## src/rtl/sorting_result_serializer.sv

```systemverilog
// rtl/sorting_result_serializer.sv - ping-pong serializer for sorting-network output vectors
//
// Ports:
//   clk, rst             clock, synchronous active-high reset
//   x_valid, x, x_label  one-cycle strobe of a complete sorted vector (never stalled)
//   in_ready             at least one bank is empty (status only)
//   m_valid, m_ready     element stream handshake
//   m_data, m_label      current element
//   m_index, m_last      position of the current element, last-element flag
//   overflow             sticky, a vector arrived with no free bank and was dropped

module sorting_result_serializer #(
  parameter int LOG_INPUT_NUM = 4,
  parameter int DATA_WIDTH    = 8,
  parameter int LABEL_WIDTH   = 4
) (
  input  logic                                     clk,
  input  logic                                     rst,
  input  logic                                     x_valid,
  input  logic [DATA_WIDTH*(2**LOG_INPUT_NUM)-1:0]  x,
  input  logic [LABEL_WIDTH*(2**LOG_INPUT_NUM)-1:0] x_label,
  output logic                                     in_ready,
  output logic                                     m_valid,
  input  logic                                     m_ready,
  output logic [DATA_WIDTH-1:0]                    m_data,
  output logic [LABEL_WIDTH-1:0]                   m_label,
  output logic [LOG_INPUT_NUM-1:0]                 m_index,
  output logic                                     m_last,
  output logic                                     overflow
);

  localparam int N = 2 ** LOG_INPUT_NUM;
  localparam logic [LOG_INPUT_NUM-1:0] LAST_IDX = LOG_INPUT_NUM'(N - 1);

  logic [DATA_WIDTH-1:0]    bank_data  [2][N];
  logic [LABEL_WIDTH-1:0]   bank_label [2][N];
  logic [1:0]               full;
  logic                     wr_ptr;
  logic                     rd_ptr;
  logic [LOG_INPUT_NUM-1:0] cnt;
  logic                     overflow_q;

  logic xfer;
  logic last_xfer;
  logic wr_free;

  // Outputs depend only on registered state, so neither x nor m_ready
  // reaches an output combinationally.
  assign m_valid  = full[rd_ptr];
  assign m_data   = bank_data[rd_ptr][cnt];
  assign m_label  = bank_label[rd_ptr][cnt];
  assign m_index  = cnt;
  assign m_last   = m_valid && (cnt == LAST_IDX);
  assign in_ready = ~full[0] | ~full[1];
  assign overflow = overflow_q;

  assign xfer      = m_valid & m_ready;
  assign last_xfer = xfer & (cnt == LAST_IDX);

  // The write bank may also be the bank whose final element leaves this
  // cycle; it is then reusable immediately.
  assign wr_free = ~full[wr_ptr] | ((rd_ptr == wr_ptr) & last_xfer);

  always_ff @(posedge clk) begin
    if (rst) begin
      full       <= 2'b00;
      wr_ptr     <= 1'b0;
      rd_ptr     <= 1'b0;
      cnt        <= '0;
      overflow_q <= 1'b0;
      for (int b = 0; b < 2; b++) begin
        for (int k = 0; k < N; k++) begin
          bank_data[b][k]  <= '0;
          bank_label[b][k] <= '0;
        end
      end
    end else begin
      if (xfer) begin
        cnt <= cnt + 1'b1;
        if (cnt == LAST_IDX) begin
          full[rd_ptr] <= 1'b0;
          rd_ptr       <= ~rd_ptr;
        end
      end
      // Placed after the drain update so that a capture into the bank being
      // released in the same cycle leaves it marked full.
      if (x_valid) begin
        if (wr_free) begin
          for (int k = 0; k < N; k++) begin
            bank_data[wr_ptr][k]  <= x[DATA_WIDTH*k +: DATA_WIDTH];
            bank_label[wr_ptr][k] <= x_label[LABEL_WIDTH*k +: LABEL_WIDTH];
          end
          full[wr_ptr] <= 1'b1;
          wr_ptr       <= ~wr_ptr;
        end else begin
          overflow_q <= 1'b1;
        end
      end
    end
  end

endmodule

```

## config.mk

```make
export PLATFORM = sky130hd
export DESIGN_NAME = sorting_result_serializer
export DESIGN_NICKNAME = d
export VERILOG_FILES = /design/src/rtl/sorting_result_serializer.sv
export SDC_FILE = /design/constraint.sdc
export NUM_CORES = 1
export LEC_CHECK = 0
export ABC_CLOCK_PERIOD_IN_PS = 12800
export CAP_MARGIN = 20
export CORE_MARGIN = 3
export CORE_UTILIZATION = 62
export CTS_BUF_LIST = sky130_fd_sc_hd__clkbuf_8
export DETAILED_ROUTE_END_ITERATION = 10
export GPL_TIMING_DRIVEN = 0
export PLACE_DENSITY = 0.85
export RECOVER_POWER = 50
export SKIP_CTS_REPAIR_TIMING = 1
export SYNTH_ARGS = -nofsm -noshare
export SYNTH_HDL_FRONTEND = slang
export SYNTH_SLANG_ARGS = --single-unit
```

## constraint.sdc

```tcl
create_clock -name clk -period 12.8 [get_ports clk]
set_input_delay 2.56 -clock clk [delete_from_list [all_inputs] [get_ports clk]]
set_output_delay 2.56 -clock clk [all_outputs]
set_load 0.005 [all_outputs]
```

==> results_dict.tcl <==
set metrics [dict create \
    avgSynthCellArea_um2 13.9 \
    clock-skew-final_ns 0.0145 \
    final_max_slew_viol_count 0 \
    required_ns 10.24 \
    cts_max_path_buffers 3 \
    routed_wl_um 44900 \
    hpwl_um 31300 \
    routed_via_density 5.87 \
    path_class "flop to primary output" \
    cts_buffers 59 \
    yosysTopAreaCell "edfxtp_1" \
    drive_above_1_share 0.0634 \
    rrSetupSlack_ns 9.11 \
    ys_top_cells_by_count "and2_1 (385), edfxtp_1 (384), mux2i_1 (192)" \
    cts_root_buffer "clkbuf_8" \
    synth_warnings 0 \
    avgRoutedWirePerCell_um 22.4 \
    power_leakage_nw 7.52 \
    tightest_slew_ns 1.22 \
    seq_power_share 0.543 \
    ios 216 \
    synth_top_area_share 0.643 \
    grt_max_degree 60 \
    drt-initial-drc-count 1199 \
    hold_class "flop to flop" \
    nNetsFinal 1772 \
    path_clk_slew_ns 0.07 \
    switchingPower_uw 693 \
    yosysMostFrequentCell "and2_1" \
    ys_seq_elements 394 \
    cp_max_fo 10 \
    synth_area_mm2 0.0179 \
    antenna_found_initial 4 \
    finalCriticalPeriod_ns 6.25 \
    clock_sinks 394 \
    synthCells 1293 \
    htree_levels 2 \
    ant_nets 0 \
    ys.flop_type "edfxtp_1" \
    cap_violations 0 \
    rsz0062_at_grt "no" \
    async_flop_share 0 \
    synth_fp_nets 1490 \
    setup_viol 0 \
    tns_ns 0 \
    grt_pass1_wl_um 66900 \
    cp.arrival_ns 3.69 \
    grt_pass1_vias 11981 \
    placed_area_mm2 0.0207 \
    cts_tree "done" \
    vias 11774 \
    status "finished, final reports clean" \
    max_freq_ghz 0.160 \
    place.gp.congestion 0.852 \
    die_h_um 176 \
    synth_edf_count 384 \
    swShare 0.239 \
    synth_area_leaders "edfxtp_1 (64%), and2_1 (13%), mux2i_1 (11%)" \
    combPwrFrac 0.118 \
    fin_crit_sh 0.488 \
    irDropWorstVdd_mv 0.0803 \
    core-area_mm2 0.0282 \
    io_buffers 215 \
    relSlewSlack 0.187 \
    synthDistinctLibCells 40 \
    drcViolationCount 0 \
    grt_overflow_total 0 \
    fin_total_pwr_mw 2.90 \
    die_area_mm2 0.0310 \
    yosysSeqAreaShare 0.654 \
    power_per_cell_area_mw_per_mm2 133 \
    die_x_um 176 \
    rows 61 \
    grtUsageTotal 0.286 \
    internal_power_mw 2.21 \
    areaGrowthSynthToFinish_pct 21.3 \
    clkLatencyLatePin_ns 0.61 \
    initial_core_util 0.637 \
    fin_area_mm2 0.0218 \
    clkPwrFrac 0.339 \
    drt_first_pass_iters 6 \
    worstSetupEndpointType "primary output" \
    cp-start-kind "flop" \
    finalHoldViolCount 0 \
]
registers in the layout (all words and copies together), names as in the netlist, named ones only:
name,cells
overflow,1
wr_ptr,1
bank_label,128
full,2
bank_data,256
m_index,4
rd_ptr,1
cells by family (layout without fill, tap and decap cells):
| kind of cell | Yosys count | count (layout) | share of synthesized area |
|---|---|---|---|
| AND/OR/NAND/NOR | 487 | 487 | 0.164 |
| flip-flops | 394 | 394 | 0.654 |
| multiplexers | 194 | 194 | 0.109 |
| AO/OA/AOI/OAI | 120 | 120 | 0.0473 |
| buffers and inverters | 92 | 423 | 0.0234 |
| XOR/XNOR | 5 | 5 | 0.00244 |
| adder cells (fa/ha/maj) | 1 | 1 | 0.000697 |
| other | 0 | 3 | 0 |
worst max-delay path, stage by stage (launching register included):
cell and delay (ns):
dfxtp_1 0.31, clkbuf_1 0.12, buf_2 0.29, buf_2 0.37, buf_2 0.43, mux2i_1 0.26, nand2_1 0.07, a31oi_1 0.48
nand3_1 0.23, clkdlybuf4s50_1 0.50
path summary, 6_finish.rpt:
kind | startpoint | end | cells after the start
max | flop | m_data[6] | 9
min | overflow | overflow | 2
max reg2reg | m_index[3] | bank_label[1][42] | 7
min reg2reg | overflow | overflow | 2
cell type report:
class	count	area [um2]
sequential	394	11700
fill	1676	6400
multi-input combinational	807	5750
timing repair buffer	221	2300
clock buffer	66	908
tap	378	473
buffer	90	359
clock inverter	44	226
inverter	2	7.51
antenna	3	7.51
metrics by stage:
step / util / worst slack (ns) / std cells / hold WS (ns)
floorplan: - / 6.87 / 1293 / 0.461
global placement: 0.730 / 4.82 / 1886 / 0.460
detailed placement: 0.736 / 7.18 / 1892 / 0.472
CTS: 0.776 / 6.61 / 2002 / 0.484
global route: 0.773 / 6.39 / 2004 / 0.565
finish: 0.773 / 6.55 / 2005 / 0.482
placed cells by master, fill, tap and decap left out, types with 28 or more instances in the layout:
master,count
a22oi_1,48
clkbuf_1,68
clkbuf_8,66
edfxtp_1,384
nand3_1,39
clkdlybuf4s50_1,207
and2_0,244
nand2_1,28
mux2i_1,192
and2_1,142
a21oi_1,29
power by group through the flow:
stage | Sequential [mW] | Combinational, mW | Clock, mW
final | 1.57 | 0.341 | 0.984
after floorplan | 1.60 | 0.169 | 0
after detailed placement | 1.60 | 0.344 | 0
after global placement | 1.60 | 0.324 | 0
after global routing | 1.58 | 0.365 | 1.05
after CTS | 1.57 | 0.346 | 0.984
layer usage:
metal / part of all wire / track usage / up-vias
li1: - / - / 5287
met1: 0.38 / 0.374 / 5724
met2: 0.49 / 0.468 / 644
met3: 0.094 / 0.0578 / 115
met4: 0.039 / 0.123 / 4
met5: 0.00051 / 0 / -
Note: power is estimated with default switching activity, not from simulation.
